<file path="src/rtl/rr_packet_scheduler_pkg.sv">
// Shared encodings for the round-robin packet scheduler: FSM states and requester indices.
package rr_packet_scheduler_pkg;

  typedef enum logic [1:0] {
    IDLE = 2'd0,
    OWN1 = 2'd1,
    OWN2 = 2'd2
  } state_t;

  localparam logic REQ1 = 1'b0;
  localparam logic REQ2 = 1'b1;

endpackage

</file>
<file path="src/rtl/rr_packet_scheduler_output_stage_reg.sv">
// Single-entry valid/ready output register carrying {data, last, choice}.
module rr_packet_scheduler_output_stage_reg
  import rr_packet_scheduler_pkg::*;
#(
  parameter int DATA_W = 32
) (
  input  logic              clk,
  input  logic              reset,
  input  logic              load,
  input  logic              in_ready,
  input  logic [DATA_W+1:0] beat_p0,
  output logic [DATA_W+1:0] beat_p1,
  output logic              vld_p1,
  output logic              slot_free
);

  assign slot_free = !vld_p1 || in_ready;

  // Stage p0 -> p1: refill on load, otherwise drain when downstream takes the beat.
  always_ff @(posedge clk or negedge reset) begin
    if (!reset) begin
      vld_p1  <= 1'b0;
      beat_p1 <= '0;
    end else if (load) begin
      vld_p1  <= 1'b1;
      beat_p1 <= beat_p0;
    end else if (in_ready) begin
      vld_p1  <= 1'b0;
    end
  end

endmodule

</file>
<file path="src/rtl/rr_packet_scheduler.sv">
// Two-requester, packet-atomic round-robin scheduler feeding one registered output stage,
// with a lock timeout that frees the stage from an owner that goes silent mid-packet.
module rr_packet_scheduler
  import rr_packet_scheduler_pkg::*;
#(
  parameter int DATA_W       = 32,
  parameter int LOCK_TIMEOUT = 16
) (
  input  logic              clk,
  input  logic              reset,
  input  logic              in_valid_1,
  input  logic [DATA_W-1:0] in_data_1,
  input  logic              in_last_1,
  output logic              out_stall_1,
  input  logic              in_valid_2,
  input  logic [DATA_W-1:0] in_data_2,
  input  logic              in_last_2,
  output logic              out_stall_2,
  input  logic              in_ready,
  output logic              out_valid,
  output logic [DATA_W-1:0] out_data,
  output logic              out_last,
  output logic              out_choice,
  output logic              out_timeout
);

  localparam int              CNT_W    = $clog2(LOCK_TIMEOUT + 1);
  localparam logic [CNT_W-1:0] CNT_LAST = CNT_W'(LOCK_TIMEOUT - 1);

  function automatic logic [CNT_W-1:0] sat_inc(input logic [CNT_W-1:0] v);
    return (v == {CNT_W{1'b1}}) ? v : v + CNT_W'(1);
  endfunction

  state_t            state, state_n;
  logic              ptr, ptr_n;
  logic [CNT_W-1:0]  cnt, cnt_n;
  logic              timeout_n;
  logic              sel, sel_valid, sel_last;
  logic [DATA_W-1:0] sel_data;
  logic              slot_free, accept;
  logic [DATA_W+1:0] beat_p0, beat_p1;

  // Stage p0: pick a requester; ownership pins the choice until the packet ends.
  always_comb begin
    sel = REQ1;
    case (state)
      OWN1:    sel = REQ1;
      OWN2:    sel = REQ2;
      default: begin
        if (in_valid_1 && in_valid_2) sel = ptr;
        else if (in_valid_2)          sel = REQ2;
      end
    endcase
  end

  assign sel_valid = (sel == REQ2) ? in_valid_2 : in_valid_1;
  assign sel_last  = (sel == REQ2) ? in_last_2  : in_last_1;
  assign sel_data  = (sel == REQ2) ? in_data_2  : in_data_1;

  // Gating with reset keeps both stalls high while reset is held.
  assign accept      = reset && slot_free && sel_valid;
  assign out_stall_1 = !(accept && sel == REQ1);
  assign out_stall_2 = !(accept && sel == REQ2);
  assign beat_p0     = {sel_data, sel_last, sel};

  always_comb begin
    state_n   = state;
    ptr_n     = ptr;
    cnt_n     = cnt;
    timeout_n = 1'b0;
    case (state)
      IDLE: begin
        if (accept) begin
          cnt_n = '0;
          if (sel_last) ptr_n   = ~sel;
          else          state_n = (sel == REQ2) ? OWN2 : OWN1;
        end
      end
      OWN1, OWN2: begin
        if (accept) begin
          cnt_n = '0;
          if (sel_last) begin
            state_n = IDLE;
            ptr_n   = ~sel;
          end
        end else if (!sel_valid) begin
          // Downstream-only stalls leave the counter alone; only owner silence counts.
          if (cnt >= CNT_LAST) begin
            timeout_n = 1'b1;
            state_n   = IDLE;
            ptr_n     = ~sel;
            cnt_n     = '0;
          end else begin
            cnt_n = sat_inc(cnt);
          end
        end
      end
      default: state_n = IDLE;
    endcase
  end

  always_ff @(posedge clk or negedge reset) begin
    if (!reset) begin
      state       <= IDLE;
      ptr         <= REQ1;
      cnt         <= '0;
      out_timeout <= 1'b0;
    end else begin
      state       <= state_n;
      ptr         <= ptr_n;
      cnt         <= cnt_n;
      out_timeout <= timeout_n;
    end
  end

  // Stage p1: registered output beat.
  rr_packet_scheduler_output_stage_reg #(
    .DATA_W (DATA_W)
  ) output_stage_reg (
    .clk       (clk),
    .reset     (reset),
    .load      (accept),
    .in_ready  (in_ready),
    .beat_p0   (beat_p0),
    .beat_p1   (beat_p1),
    .vld_p1    (out_valid),
    .slot_free (slot_free)
  );

  assign out_data   = beat_p1[DATA_W+1:2];
  assign out_last   = beat_p1[1];
  assign out_choice = beat_p1[0];

endmodule

</file>
<file path="config.mk">
export PLATFORM = sky130hd
export DESIGN_NAME = rr_packet_scheduler
export DESIGN_NICKNAME = d
export VERILOG_FILES = /design/src/rtl/rr_packet_scheduler_pkg.sv /design/src/rtl/rr_packet_scheduler_output_stage_reg.sv /design/src/rtl/rr_packet_scheduler.sv
export SDC_FILE = /design/constraint.sdc
export NUM_CORES = 1
export LEC_CHECK = 0
export CAP_MARGIN = 25
export CORE_MARGIN = 1
export CORE_UTILIZATION = 40
export CTS_CLUSTER_DIAMETER = 100
export DETAILED_ROUTE_END_ITERATION = 16
export PLACE_DENSITY = 0.78
export SLEW_MARGIN = 25
export SYNTH_ARGS = -nofsm -noshare
export SYNTH_HDL_FRONTEND = slang
export SYNTH_SLANG_ARGS = --single-unit
</file>
<file path="constraint.sdc">
create_clock -name clk -period 5.9 [get_ports clk]
set_input_delay 1.18 -clock clk [delete_from_list [all_inputs] [get_ports clk]]
set_output_delay 1.18 -clock clk [all_outputs]
set_load 0.1 [all_outputs]
</file>
==> flow_summary.toml <==
[global_routing]
grt_pass1_vias = 1969
antenna_found_initial = 0
gr-usage-all-layers_pct = 18.6
grt_pass1_wl_mm = 8.76
grt_max_degree = 71
grt.overflow.total = 0

[drt]
drt_first_pass_iters = 4
antenna_left = 0
drc = 0
drt_iter0_markers = 88
routed_via_density = 5.03
wl_mm = 5.52
wl_per_cell_um = 13.5
vias = 2062

[die]
die_w_um = 77.7
ioPinCount = 109
initial_core_util_pct = 41.6
dieArea_um2 = 6030
core_area_um2 = 5510
die_y_um = 77.7
num_rows = 27

[hold_path]
hold_class = "reg -> reg"
hp-start = "output_stage_reg.beat_p1[0]$_DFFE_PN0P_"
holdPathEnd = "output_stage_reg.beat_p1[0]$_DFFE_PN0P_"
holdPathStages = 1

[cts]
cts.path.max_buffers = 2
ctsResizeCount = 0
hold_buffers = 0
clk_latency_ns = 0.29
clk_pin_slew_ns = 0.08
root_buffer = "clkbuf_8"
numCtsBuffers = 5
h-tree-depth = 2
post_cts_buffers = 0
clock-sinks = 44
cts_tree = "built"

[worst_setup_path]
rrSetupSlack_ns = 2.79
worstPathMaxFanout = 70
worstRegToRegCells = 8
critPathTopFamily = "buffers and inverters"
cp_data_required_time_ns = 4.72
regToRegEndpoint = "state[1]$_DFFE_PN0P_"
crit_chain = "clkdlybuf4s50_1 > mux2i_1 > a2111oi_4 > buf_4 > nand2b_1 > buf_4"
cpMostUsedCell = "buf_4"
crit_buf_inv = 3
worst-setup-path-type = "in -> out"
critPathLaunchType = "primary input"
crit_slowest_cell = "buf_4"
arrival_ns = 3.29
max_stage_delay_ns = 0.57
r2r_start = "state[0]$_DFFE_PN0P_"
end_kind = "output pin"

[timing]
fin_crit_sh_pct = 75.8
slew_viol_final = 0
setup_tns_ns = 0
finalCriticalPeriod_ns = 4.47
finalHoldViolations = 0
fmax_mhz = 224
slew_headroom_pct = 32.6
worstMarginPinSlew_ns = 1.01
finalSetupViolations = 0
fin_skew_ns = 0.00420
rsz0062_at_grt = "no"

[synth]
synth_top_area_cell = "dfrtp_1"
netlist_area_um2 = 2290
synth_warnings = 0
synthesis.nets = 308
ys_ff_latch = 44
synth_area_leaders = "dfrtp_1 (48%), mux2i_1 (16%), a21oi_1 (7.9%), nor2_1 (6.2%), ha_1 (3.3%)"
syn_avg_cell_area_um2 = 9.92
post-synth-top-area-fraction_pct = 48.1
synth_cell_type_count = 31
ys_seq_area_share_pct = 48.1
synth_cells = 231

[final_layout]
num-nets-final = 415
syn_to_final_growth_pct = 54.2
most-common-layout-cells = "clkdlybuf4s50_1 (105), dfrtp_1 (44), nor2_1 (38)"
n_antenna_cell = 0
nFillCells = 469
final_common_cell = "clkdlybuf4s50_1"
layout-drive-gt1-share_pct = 5.03

[place]
hpwlAfterDp_mm = 4.12
gp_congestion = 0.812
port_buffers = 108

[flow_run]
drv_cap = 0

[outcome]
outcome = "complete, no violations"
[registers in the layout, indices dropped and copies added (netlist names)]
register                  flops
cnt                           5
state                         2
output_stage_reg.beat_p1     34
ptr                           1
out_timeout                   1
output_stage_reg.vld_p1       1
[cells by family after synthesis]
group	Yosys count	share of synthesized area [%]
buf+inv	20	3.55
compound gates	56	15.3
mux	38	16.7
fa+ha+maj	6	3.28
flops	44	48.1
simple gates	67	13.1
[layout make-up]
class                      count  area [um2]  area share [%]
timing repair buffer         111        1090            31.0
inverter                       9        33.8           0.956
clock buffer                   5        68.8            1.95
multi-input combinational    167        1130            32.1
clock inverter                 2        12.5           0.354
sequential                    44        1100            31.2
tap                           72        90.1            2.55
[per-layer routing]
| layer | routed length, um | track usage, % | vias to the layer above |
|---|---|---|---|
| met4 | 101 | 6.98 | 0 |
| met3 | 350 | 4.82 | 9 |
| met2 | 2740 | 32.1 | 76 |
| met1 | 2330 | 22.1 | 948 |
| met5 | 0 | 0 | - |
| li1 | - | - | 1029 |
[worst max-delay path by stage]
stage	from	to	cells past startpoint
final	in_valid_2	out_stall_1	6
after global routing	in_valid_2	out_stall_1	6
after CTS	in_valid_2	out_stall_1	6
after detailed placement	in_valid_2	out_stall_1	6
after global placement	in_valid_2	out_stall_1	6
after floorplan	in_valid_2	out_stall_2	5
[stage by stage]
stage	instance area (um2)	setup slack, ns	std cells	hold WS (ns)	util [%]
4_1_cts	3530	1.43	410	0.503	64.1
6_report	3530	1.43	410	0.500	64.1
3_3_place_gp	3450	1.50	403	0.476	62.7
2_1_floorplan	2290	1.74	231	0.503	-
5_1_grt	3530	1.25	410	0.537	64.1
3_5_place_dp	3450	1.43	403	0.484	62.7
[synthesized netlist by cell type]
library cell	count
a21oi_1	36
nor3_1	4
a211oi_1	2
nor4bb_1	1
o21ai_0	5
o311ai_0	1
a221oi_4	1
a2111oi_0	1
mux2_2	1
nand4_1	2
or3b_1	1
a211o_1	2
nand3_1	4
nand2b_1	4
nor2_1	38
o22ai_1	1
o21a_1	1
ha_1	6
a2111oi_2	1
buf_2	5
dfrtp_1	44
nor2b_1	3
clkbuf_1	6
a31oi_1	2
a2111o_1	1
and3_1	1
and2_1	1
nand2_1	8
mux2i_1	37
o2bb2ai_1	2
inv_1	9
Power is not shown: default switching activity piles up to over one toggle a cycle in this logic, so the estimate is an artifact.
